<file path="config.mk">
export PLATFORM = sky130hd
export DESIGN_NAME = int_priority_ctrl_flat
export DESIGN_NICKNAME = d
export VERILOG_FILES = /design/src/rtl/int_priority_ctrl_if.sv /design/src/rtl/int_priority_ctrl.sv /design/src/flat_wrapper.sv
export SDC_FILE = /design/constraint.sdc
export NUM_CORES = 1
export LEC_CHECK = 0
export BUFFER_PORTS_ARGS = -buffer_cell sky130_fd_sc_hd__buf_2
export CORE_MARGIN = 8
export CORE_UTILIZATION = 45
export DETAILED_ROUTE_END_ITERATION = 10
export PLACE_DENSITY_LB_ADDON = 0.15
export SLEW_MARGIN = 20
export SYNTH_ARGS = -nofsm -noshare
export SYNTH_HDL_FRONTEND = slang
export SYNTH_SLANG_ARGS = --single-unit
export TNS_END_PERCENT = 10
</file>
<file path="constraint.sdc">
create_clock -name clk -period 4.7 [get_ports clk]
set_input_delay 0.47 -clock clk [delete_from_list [all_inputs] [get_ports clk]]
set_output_delay 0.47 -clock clk [all_outputs]
set_load 0.005 [all_outputs]
</file>
<file path="src/rtl/int_priority_ctrl_if.sv">
// Bus port of the priority interrupt controller.
// The bridge drives the strobes; the controller returns rdata.
interface int_priority_ctrl_if;
  logic [2:0]  addr;
  logic        we;
  logic        rd_en;
  logic [31:0] wdata;
  logic [31:0] rdata;

  modport master (
    output addr, we, rd_en, wdata,
    input  rdata
  );

  modport slave (
    input  addr, we, rd_en, wdata,
    output rdata
  );
endinterface

</file>
<file path="src/rtl/int_priority_ctrl.sv">
// Priority interrupt controller with claim/complete and nesting.
// Source 0 is highest priority; irq feeds one CP0 HWInt bit.
module int_priority_ctrl #(
  parameter int N_SRC = 8
) (
  input  logic             clk,
  input  logic             reset,
  input  logic [N_SRC-1:0] src_irq,
  int_priority_ctrl_if.slave bus,
  output logic             irq
);

  logic [N_SRC-1:0] pend_q;
  logic [N_SRC-1:0] enable_q;
  logic [N_SRC-1:0] mode_q;
  logic [N_SRC-1:0] insvc_q;
  logic [N_SRC-1:0] prev_q;

  logic [N_SRC-1:0] pend_eff;
  logic [N_SRC-1:0] eligible;
  logic [N_SRC-1:0] rise;
  logic [N_SRC-1:0] w1c;
  logic [N_SRC-1:0] claim_oh;
  logic [N_SRC-1:0] cmp_oh;
  logic [N_SRC-1:0] mode_n;
  logic [N_SRC-1:0] pend_n;
  logic [N_SRC-1:0] insvc_n;
  logic [4:0]       cur_pri;
  logic [3:0]       claim_id;
  logic             rd_claim;
  logic             wr_pend;
  logic             wr_en;
  logic             wr_mode;
  logic             wr_cmp;

  // Bits above the source count are never decoded.
  logic unused_wdata;
  assign unused_wdata = ^bus.wdata;

  // Level sources read the live line; latched bits only for edge mode.
  assign pend_eff = (pend_q & mode_q) | (src_irq & ~mode_q);
  assign eligible = pend_eff & enable_q & ~insvc_q;
  assign rise     = src_irq & ~prev_q & mode_q;

  always_comb begin
    cur_pri = 5'(N_SRC);
    for (int i = N_SRC - 1; i >= 0; i--) begin
      if (insvc_q[i]) cur_pri = 5'(i);
    end
  end

  always_comb begin
    claim_id = 4'd0;
    for (int i = N_SRC - 1; i >= 0; i--) begin
      if (eligible[i] && (5'(i) < cur_pri)) claim_id = 4'(i + 1);
    end
  end

  // A write wins over a read if both strobes are seen together.
  assign wr_pend  = bus.we && (bus.addr == 3'd0);
  assign wr_en    = bus.we && (bus.addr == 3'd1);
  assign wr_mode  = bus.we && (bus.addr == 3'd2);
  assign wr_cmp   = bus.we && (bus.addr == 3'd3);
  assign rd_claim = bus.rd_en && !bus.we && (bus.addr == 3'd3);

  assign w1c    = wr_pend ? bus.wdata[N_SRC-1:0] : '0;
  assign mode_n = wr_mode ? bus.wdata[N_SRC-1:0] : mode_q;

  always_comb begin
    claim_oh = '0;
    cmp_oh   = '0;
    for (int i = 0; i < N_SRC; i++) begin
      claim_oh[i] = rd_claim && (claim_id == 4'(i + 1));
      cmp_oh[i]   = wr_cmp && (bus.wdata[3:0] == 4'(i + 1));
    end
  end

  assign pend_n  = ((pend_q & ~w1c & ~(claim_oh & mode_q)) | rise)
                 & mode_n;
  assign insvc_n = (insvc_q | claim_oh) & ~cmp_oh;

  always_ff @(posedge clk) begin
    if (reset) begin
      pend_q   <= '0;
      enable_q <= '0;
      mode_q   <= '0;
      insvc_q  <= '0;
      prev_q   <= '0;
      irq      <= 1'b0;
    end else begin
      pend_q   <= pend_n;
      enable_q <= wr_en ? bus.wdata[N_SRC-1:0] : enable_q;
      mode_q   <= mode_n;
      insvc_q  <= insvc_n;
      prev_q   <= src_irq;
      irq      <= (claim_id != 4'd0);
    end
  end

  always_comb begin
    bus.rdata = 32'd0;
    case (bus.addr)
      3'd0: bus.rdata = 32'(pend_eff);
      3'd1: bus.rdata = 32'(enable_q);
      3'd2: bus.rdata = 32'(mode_q);
      3'd3: bus.rdata = 32'(claim_id);
      3'd4: bus.rdata = 32'(insvc_q);
      3'd5: bus.rdata = {24'd0, claim_id, 3'd0, irq};
      default: bus.rdata = 32'd0;
    endcase
  end

endmodule

</file>
<file path="src/flat_wrapper.sv">
// flat-port wrapper written by rule: the top's interface ports become plain ports
module int_priority_ctrl_flat 
#(
  parameter int N_SRC = 8
)
  (clk, reset, src_irq, irq, bus_addr, bus_we, bus_rd_en, bus_wdata, bus_rdata);
  int_priority_ctrl_if bus_i ();
  input  logic clk;
  input  logic reset;
  input  logic [N_SRC-1:0] src_irq;
  output logic irq;
  input wire logic [$bits(bus_i.addr)-1:0] bus_addr;
  input wire logic [$bits(bus_i.we)-1:0] bus_we;
  input wire logic [$bits(bus_i.rd_en)-1:0] bus_rd_en;
  input wire logic [$bits(bus_i.wdata)-1:0] bus_wdata;
  output wire logic [$bits(bus_i.rdata)-1:0] bus_rdata;
  assign bus_i.addr = bus_addr;
  assign bus_i.we = bus_we;
  assign bus_i.rd_en = bus_rd_en;
  assign bus_i.wdata = bus_wdata;
  assign bus_rdata = bus_i.rdata;
  int_priority_ctrl #(.N_SRC(N_SRC)) u_core (.clk(clk), .reset(reset), .src_irq(src_irq), .bus(bus_i), .irq(irq));
endmodule
</file>
==> results.md, run 1 <==
* Crit Path Class: flip-flop to output port
* Filler cell count at 549
* DRT iter0 DRCs at 185
* Worst skew pair latency at 300 ps
* Most frequent cells in the layout: dfxtp_1, nor2_1, buf_2
* Leakage power at 1.036 nW
* Register area at 820.8 µm²
* DRT Wirelength at 7122 µm
* Post-CTS sizing at 0
* Number of flops mapped to enable cells by yosys at 0
* Area of the multi-input gates at 1549 µm²
* Mux contribution to synthesized area at 10.70%
* Horiz. Die Dim at 90.93 µm
* Vias in the first global route at 2285
* Setup TNS at 0 ps
* Seq cells post-synth at 41
* Crit. End Element: output port
* Critical Path RT at 4230 ps
* CTS tree: done
* Crit path max fanout at 6
* WL per Instance at 17.46 µm
* Boundary Pins at 80
* Fraction of layout cells with a size suffix above 1 at 15.77%
* Tot Pwr at 0.6960 mW
* # setup viols final at 0
* # rows at 27
* Netlist cell types at 58
* Clock buffer count from CTS at 5
* Pwr dens at 252.7 nW/µm²
* Warnings from Yosys at 0
* Tot GR Track Use at 17.38%
* Synth Area in Adders at 0%
* Synth Area in Compound Gates at 22.98%
* Initial Util at 46.16%
* Hpwl dp at 5233 µm
* Fin util at 50.32%
* DP Cell Count at 401
* Worst EP arrival at 2730 ps
* Final hold violations at 0
* Cells on worst reg2reg path at 6
* RSZ-0062 raised after global routing: false
* Routed Antenna Nets at 0
* Pin count of the biggest net entering global routing at 34
* WHS Path Cells at 2
* DRT Pass-1 Iters at 4
* F_max at 313.0 MHz
* H-Tree Depth at 2
* Placer Congestion at 0.9391
* Root buf cell: clkbuf_8
* Final min period at 3195 ps
* Port Buffers at 31
* HP Class: input pin to flip-flop
* Die area at 8267 µm²
* Setup WS pre-CTS at 1656 ps
* Maximum vdd drop at 0.1175 mV
* Largest family of logic cells by synthesized area: simple AND/OR/NAND/NOR gates
* Status: finished, final reports clean
* Mapped Cells at 309
* Initial antenna violation count at 0
* Final cell count without fillers at 408
* Commonest non-fill, non-tap cell in the layout: dfxtp_1
* Slew headroom at 41.16%
* Clock Sinks at 41
* Mapped Area at 2526 µm²
* First-pass GRT wire length at 11820 µm
* Area grow syn2layout at 9.014%
* Global route overflow at 0
* Ys async rst share at 0%
* Synth Area in Simple Gates at 23.58%
* Tightest Pin Transition at 880.3 ps
* Skew final at 3.891 ps
* DR vias at 2311
* Reg clk slew, reported paths at 80 ps
* Xor/xnor share of the synthesized area at 0%
* CP startpoint kind: flip-flop
* Final Net Count at 383
* Sequential share of the synthesized area at 32.49%
* Core area at 5473 µm²
* Max Buffers Root-to-Sink at 2
* Mapped Avg Cell Area at 8.175 µm²
* Ys flop type: dfxtp_1
* Drc violations at 0
* CTS Hold Buffers Added at 0
* PnR worst setup slack at 1505 ps
* Die height at 90.93 µm
* Via-to-Cell Ratio at 5.664
* Antenna diodes at 0
* Final worst path period share at 67.98%
* Total of max-cap violations at 0
* Max-slew violation count at 0
* Post-CTS Setup Inserts at 0
-- flip-flops by register name (all words and copies together), names as in the netlist --
register,count
u_core.irq,1
u_core.prev_q,8
u_core.insvc_q,8
u_core.mode_q,8
u_core.pend_q,8
u_core.enable_q,8
-- synth_stat cells (2+ instances only) --
cell	number	area share (%)
inv_1	5	0.74
o211ai_1	2	0.59
nor3_1	5	0.99
o21ai_0	5	0.99
a21boi_0	2	0.59
mux2i_1	21	8.3
a31oi_1	7	1.7
nor3b_1	8	2.4
o22ai_1	8	2.0
o31ai_1	2	0.59
a41oi_1	5	1.7
buf_4	24	7.1
nor2b_1	10	2.5
nor2_1	36	5.3
dfxtp_1	41	32
a211oi_1	5	1.5
nor4b_1	3	1.0
mux2_2	2	0.89
a21oi_1	21	4.2
nand2_1	28	4.2
clkbuf_1	11	1.6
mux2_1	2	0.89
o21a_1	8	2.4
and3_1	4	0.99
and2_1	2	0.50
nand3b_1	2	0.59
nand2b_1	3	0.74
buf_1	3	0.45
nand3_1	5	0.99
-- logic make-up after synthesis --
| family | Yosys count |
|---|---|
| mux | 26 |
| other cells | 1 |
| simple gates | 115 |
| buf+inv | 44 |
| flops | 41 |
| compound gates | 82 |
-- worst max-delay path, cell delays in order, from the launching register on --
cell and delay, ps:
dfxtp_1 430, mux2_1 390, o2bb2ai_1 200, nor3_1 540
a22o_1 380, nor2_1 70, o32ai_1 250, buf_2 170
-- final cells by class --
cell class / count / share of cell area (%)
sequential: 41 / 29.80
tap: 72 / 3.271
clock buffer: 7 / 3.135
inverter: 6 / 0.8178
timing repair buffer: 35 / 6.724
multi-input combinational: 247 / 56.25
-- where the power goes --
group	internal, mW	switching (mW)
Sequential	0.354	0.00508
Combinational	0.0338	0.0601
Clock	0.117	0.126
-- worst paths after layout --
check                              startpoint                           to  slack [ps]
hold / removal                     src_irq[7]  u_core.prev_q[7]$_SDFF_PP0_         420
hold reg to reg   u_core.prev_q[6]$_SDFF_PP0_  u_core.pend_q[6]$_SDFF_PP0_         490
setup / recovery  u_core.mode_q[3]$_SDFF_PP0_                 bus_rdata[1]        1500
setup reg to reg  u_core.mode_q[5]$_SDFF_PP0_  u_core.pend_q[0]$_SDFF_PP0_        2120
-- stage by stage --
stage,instance area [µm²],hold slack (ps)
final,2754,425.0
after global routing,2754,441.9
after CTS,2754,417.6
after detailed placement,2668,483.3
after global placement,2668,484.6
after floorplan,2613,465.6
-- per-layer routing --
layer / vias to the layer above / wire [µm] / share of wire (%) / GRT usage (%)
li1: 1129 / - / - / -
met1: 1091 / 3369 / 47 / 22.96
met2: 84 / 3139 / 44 / 26.96
met3: 7 / 531 / 7.5 / 4.904
met4: 0 / 81 / 1.1 / 4.502
met5: - / 0 / 0 / 0
Power figures use the tool's default switching activity.
==> run 2, diff against run 1 <==
==> constraint.sdc (replaced) <==
create_clock -name clk -period 2.88 [get_ports clk]
set_input_delay 0.288 -clock clk [delete_from_list [all_inputs] [get_ports clk]]
set_output_delay 0.288 -clock clk [all_outputs]
set_load 0.005 [all_outputs]
==> results.md, run 2 (synthesis gave the netlist of run 1 again) <==
* Reg clk slew, reported paths at 80 ps (about the same)
* Vias in the first global route at 2278 (-0.31%)
* Critical Path Max Stage Delay at 490 ps (-50 ps)
* Horiz. Die Dim at 90.93 µm (unchanged)
* Routed Antenna Nets at 0 (unchanged)
* Final hold violations at 0 (unchanged)
* Slowest library cell on the worst path: or4b_4
* WL per Instance at 17.15 µm (-1.8%)
* Maximum vdd drop at 0.2918 mV (+150%)
* CTS tree: done
* Crit path max fanout at 6 (unchanged)
* Clock Power Share at 34.3% (-0.6 points)
* Worst R2R Setup Slack at 550 ps (-1570 ps)
* # rows at 27 (unchanged)
* Register area at 824.5 µm² (+0.46%)
* Tot GR Track Use at 17.40% (+0.021 points)
* Final cell count without fillers at 415 (+1.7%)
* WHS at 238.4 ps (-186.6 ps)
* Worst path cell trace: mux2_4 > and3_4 > or4b_4 > a2111oi_4 > mux2i_1 > o22ai_1 > buf_2
* Final worst path period share at 96.22%
* CP startpoint kind: flip-flop
* DRT Pass-1 Iters at 4 (unchanged)
* DP Cell Count at 408 (+1.7%)
* Final Net Count at 390 (+1.8%)
* Crit path buf inv count at 1 (unchanged)
* Drc violations at 0 (unchanged)
* Status: finished, final reports clean
* Die area at 8267 µm² (unchanged)
* Cells on worst reg2reg path at 6 (unchanged)
* WHS Path Cells at 2 (unchanged)
* Crit Path Class: flip-flop to output port
* Combinational cell fraction of total power at 14.0% (+0.5 points)
* Final min period at 2771 ps
* Commonest non-fill, non-tap cell in the layout: dfxtp_1
* Max-slew violation count at 0 (unchanged)
* Hpwl dp at 5291 µm (+1.1%)
* Internal Power at 0.8281 mW (+64%)
* Delay-heaviest family, CP: simple AND/OR/NAND/NOR gates
* Slew headroom at 53.54% (+12 points)
* H-Tree Depth at 2 (unchanged)
* Filler cell count at 563 (+2.6%)
* Die height at 90.93 µm (unchanged)
* Max Buffers Root-to-Sink at 2 (unchanged)
* Sequential share of power at 51.7% (about the same)
* WP depth at 7 (unchanged)
* Core area at 5473 µm² (unchanged)
* Port Buffers at 31 (unchanged)
* Placer Congestion at 0.9017 (-4.0%)
* Fraction of layout cells with a size suffix above 1 at 19.53% (+3.8 points)
* Clock Sinks at 41 (unchanged)
* RR Endpoint: u_core.pend_q[0]$_SDFF_PP0_
* Worst EP arrival at 2480 ps (-250 ps)
* Global route overflow at 0 (unchanged)
* Initial antenna violation count at 0 (unchanged)
* Antenna diodes at 0 (unchanged)
* Pin count of the biggest net entering global routing at 34 (unchanged)
* Area grow syn2layout at 12.38%
* Hold path start: src_irq[3]
* DRT iter0 DRCs at 186 (+0.54%)
* Setup WS pre-CTS at 274.8 ps (-1382 ps)
* Critical Path RT at 2590 ps (-1640 ps)
* Pwr dens at 399.8 nW/µm² (+58%)
* Switching part of the total at 27.05% (-0.40 points)
* Critical Path Source: u_core.mode_q[1]$_SDFF_PP0_
* Tightest Pin Transition at 695.4 ps (-184.9 ps)
* Min-Delay Endpoint: u_core.prev_q[3]$_SDFF_PP0_
* Setup TNS at 0 ps (unchanged)
* PnR worst setup slack at 109.0 ps (-1396 ps)
* Skew final at 5.789 ps (+1.898 ps)
* Root buf cell: clkbuf_8
* Area of the multi-input gates at 1578 µm² (+1.9%)
* DR vias at 2290 (-0.91%)
* Most frequent cells in the layout: dfxtp_1, nor2_1, buf_2
* CTS Hold Buffers Added at 0 (unchanged)
* F_max at 360.9 MHz
* RSZ-0062 raised after global routing: false
* Via-to-Cell Ratio at 5.518 (-2.6%)
* Clock buffer count from CTS at 5 (unchanged)
* Initial Util at 46.16% (unchanged)
* Crit. End Element: output port
* First-pass GRT wire length at 11760 µm (-0.52%)
* Sw power at 0.3070 mW (+61%)
* Total of max-cap violations at 0 (unchanged)
* HP Class: input pin to flip-flop
* Leakage power at 1.080 nW (+4.2%)
* Worst skew pair latency at 300 ps (about the same)
* Boundary Pins at 80 (unchanged)
* # setup viols final at 0 (unchanged)
* R2R Path Start: u_core.mode_q[5]$_SDFF_PP0_
* DRT Wirelength at 7116 µm (about the same)
[run 2: timing repair]
| action | in CTS | in global routing |
|---|---|---|
| endpoints found under the hold margin | 0 | 0 |
| cloned | 0 | 0 |
| setup buffers | 0 | 0 |
| gates resized for setup | 3 | 5 |
| endpoints found under the setup margin | 2 | 3 |
| pin swaps | 0 | 1 |
[run 2: power groups by stage]
stage,clock network [mW],registers (mW),logic (mW)
floorplan,0,0.598,0.118
global placement,0,0.600,0.153
detailed placement,0,0.600,0.154
CTS,0.397,0.586,0.155
global route,0.417,0.588,0.177
finish,0.389,0.587,0.159
[run 2: how the worst max path moves through the flow]
stage,to
final,bus_rdata[3]
after detailed placement,bus_rdata[0]
after global placement,bus_rdata[0]
after CTS,bus_rdata[3]
after global routing,bus_rdata[3]
after floorplan,bus_rdata[3]
[run 2: layer usage]
| metal | up-vias | wire, µm | track usage (%) |
|---|---|---|---|
| li1 | 1142 | - | - |
| met1 | 1068 | 3342 | 22.75 |
| met2 | 73 | 3208 | 27.15 |
| met3 | 7 | 498 | 4.489 |
| met4 | 0 | 66 | 5.593 |
| met5 | - | 0 | 0 |
[run 2: area by class of cell]
class,count,share of cell area (%)
clock buffers,7,3.041
inverters,6,0.7933
flip-flops and latches,41,29.04
multi-input cells,247,55.58
well taps,72,3.173
repair buffers,42,8.374
[run 2: through the flow]
stage	power, mW	area [µm²]	utilization (%)
finish	1.135	2839	51.87
global route	1.182	2839	51.87
CTS	1.139	2814	51.42
detailed placement	0.7539	2720	49.70
global placement	0.7527	2720	49.70
floorplan	0.7154	2613	-
==> run 3, diff against run 2 <==
==> constraint.sdc (replaced) <==
create_clock -name clk -period 3.4 [get_ports clk]
set_input_delay 0.34 -clock clk [delete_from_list [all_inputs] [get_ports clk]]
set_output_delay 0.34 -clock clk [all_outputs]
set_load 0.005 [all_outputs]
==> results.md, run 3 (synthesis gave the netlist of run 1 again) <==
* Status: finished, final reports clean
* F_max at 325.1 MHz
* Tightest Pin Transition at 843.7 ps (+148.3 ps)
* Area grow syn2layout at 9.609%
* # rows at 27 (unchanged)
* Placer Congestion at 0.9398 (+4.2%)
* CTS tree: done
* Sequential share of power at 51.9% (+0.2 points)
* Final hold violations at 0 (unchanged)
* First-pass GRT wire length at 11670 µm (-0.71%)
* Skew final at 1.833 ps (-3.956 ps)
* Filler cell count at 559 (-0.71%)
* Die height at 90.93 µm (unchanged)
* Critical Path RT at 3060 ps (+470 ps)
* Boundary Pins at 80 (unchanged)
* Worst setup endpoint: bus_rdata[3]
* RSZ-0062 raised after global routing: false
* Worst R2R Setup Slack at 880 ps (+330 ps)
* Tot GR Track Use at 17.17% (-0.23 points)
* Hpwl dp at 5193 µm (-1.9%)
* Port Buffers at 31 (unchanged)
* Critical Path Max Stage Delay at 510 ps (+20 ps)
* Final min period at 3076 ps
* Combinational cell fraction of total power at 13.7% (-0.3 points)
* Pin count of the biggest net entering global routing at 34 (unchanged)
* DRT iter0 DRCs at 150 (-19%)
* Root buf cell: clkbuf_8
* R2R Path Start: u_core.mode_q[5]$_SDFF_PP0_
* Commonest non-fill, non-tap cell in the layout: dfxtp_1
* DR vias at 2334 (+1.9%)
* Clock Power Share at 34.4% (about the same)
* Initial Util at 46.16% (unchanged)
* Worst path cell trace: mux2_1 > nand3b_1 > or4b_4 > a2111oi_4 > mux2i_1 > o22ai_1 > buf_2
* Final worst path period share at 90.46%
* Worst skew pair latency at 290 ps (about the same)
* Maximum vdd drop at 0.1873 mV (-36%)
* Initial antenna violation count at 0 (unchanged)
* Post-CTS sizing at 0 (-3)
* Fraction of layout cells with a size suffix above 1 at 16.27% (-3.3 points)
* Cells on worst reg2reg path at 6 (unchanged)
* CP startpoint kind: flip-flop
* Clock buffer count from CTS at 5 (unchanged)
* Tot Pwr at 0.9569 mW (-16%)
* Vias in the first global route at 2284 (+0.26%)
* Drc violations at 0 (unchanged)
* Crit path max fanout at 6 (unchanged)
* Most frequent cells in the layout: dfxtp_1, nor2_1, buf_2
* Post-CTS Setup Inserts at 0 (unchanged)
* Die area at 8267 µm² (unchanged)
* Horiz. Die Dim at 90.93 µm (unchanged)
* DRT Pass-1 Iters at 5 (+1)
* Slew headroom at 43.23% (-10 points)
* Crit. End Element: output port
* WL per Instance at 17.21 µm (+0.35%)
* Max-slew violation count at 0 (unchanged)
* Setup TNS at 0 ps (unchanged)
* Clock Sinks at 41 (unchanged)
* Internal Power at 0.6986 mW (-16%)
* Critical Path Source: u_core.mode_q[0]$_SDFF_PP0_
* Slowest library cell on the worst path: or4b_4
* Core area at 5473 µm² (unchanged)
* CTS Hold Buffers Added at 0 (unchanged)
* # setup viols final at 0 (unchanged)
* DRT Wirelength at 7055 µm (-0.86%)
* Crit path buf inv count at 1 (unchanged)
* WP depth at 7 (unchanged)
* Max Buffers Root-to-Sink at 2 (unchanged)
* HP Class: input pin to flip-flop
* PnR worst setup slack at 324.5 ps (+215.5 ps)
* Crit Path Class: flip-flop to output port
* Leakage power at 1.047 nW (-3.1%)
* Worst EP arrival at 2740 ps (+260 ps)
* Setup WS pre-CTS at 657.0 ps (+382.2 ps)
* Switching part of the total at 27.00% (-0.051 points)
* Final Net Count at 385 (-1.3%)
* Sw power at 0.2583 mW (-16%)
* Global route overflow at 0 (unchanged)
* Reg clk slew, reported paths at 80 ps (about the same)
* Routed Antenna Nets at 0 (unchanged)
* Delay-heaviest family, CP: simple AND/OR/NAND/NOR gates
* H-Tree Depth at 2 (unchanged)
* Via-to-Cell Ratio at 5.693 (+3.2%)
* Antenna diodes at 0 (unchanged)
* Pwr dens at 345.6 nW/µm² (-14%)
* RR Endpoint: u_core.pend_q[0]$_SDFF_PP0_
* Total of max-cap violations at 0 (unchanged)
## run 3: per-layer routing
| layer | track usage [%] | share of wire [%] |
|---|---|---|
| met2 | 27.03 | 45 |
| met1 | 21.65 | 45 |
| met5 | 0 | 0 |
| met4 | 5.730 | 1.5 |
| met3 | 5.320 | 8.9 |
## run 3: worst register-to-register path, delay by kind of cell, from the launching register on
| kind | cells | cell delay (ps) |
|---|---|---|
| compound gates | 5 | 1610 |
| flops | 1 | 420 |
| mux | 1 | 380 |
## run 3: power by group through the flow
stage	registers (mW)	logic [mW]	clock network (mW)
2_1_floorplan	0.506	0.0998	0
5_1_grt	0.498	0.146	0.356
3_3_place_gp	0.508	0.127	0
6_report	0.497	0.131	0.329
3_5_place_dp	0.508	0.128	0
4_1_cts	0.497	0.129	0.336
## run 3: per-stage QoR
stage               utilization [%]  std cells  cell area (µm²)  hold slack, ps
floorplan                         -        332             2613           420.6
CTS                           50.59        410             2769           299.0
global placement              49.02        403             2683           484.4
global route                  50.59        410             2769           303.2
detailed placement            49.02        403             2683           488.4
finish                        50.59        410             2769           295.1
## run 3: how the worst min path moves through the flow
stage | startpoint | endpoint | slack, ps | cells after the start
2_1_floorplan | reset | u_core.mode_q[6]$_SDFF_PP0_ | 420 | 1
3_3_place_gp | u_core.prev_q[6]$_SDFF_PP0_ | u_core.pend_q[6]$_SDFF_PP0_ | 480 | 2
3_5_place_dp | u_core.prev_q[6]$_SDFF_PP0_ | u_core.pend_q[6]$_SDFF_PP0_ | 490 | 2
4_1_cts | src_irq[2] | u_core.prev_q[2]$_SDFF_PP0_ | 300 | 2
5_1_grt | src_irq[3] | u_core.prev_q[3]$_SDFF_PP0_ | 300 | 2
6_report | src_irq[3] | u_core.prev_q[3]$_SDFF_PP0_ | 300 | 2
## run 3: layout make-up
type / count / area, µm² / share of cell area [%]
inverter: 6 / 22.52 / 0.8134
tap: 72 / 90.09 / 3.253
multi-input combinational: 247 / 1549 / 55.94
sequential: 41 / 820.8 / 29.64
timing repair buffer: 37 / 200.2 / 7.230
clock buffer: 7 / 86.33 / 3.118
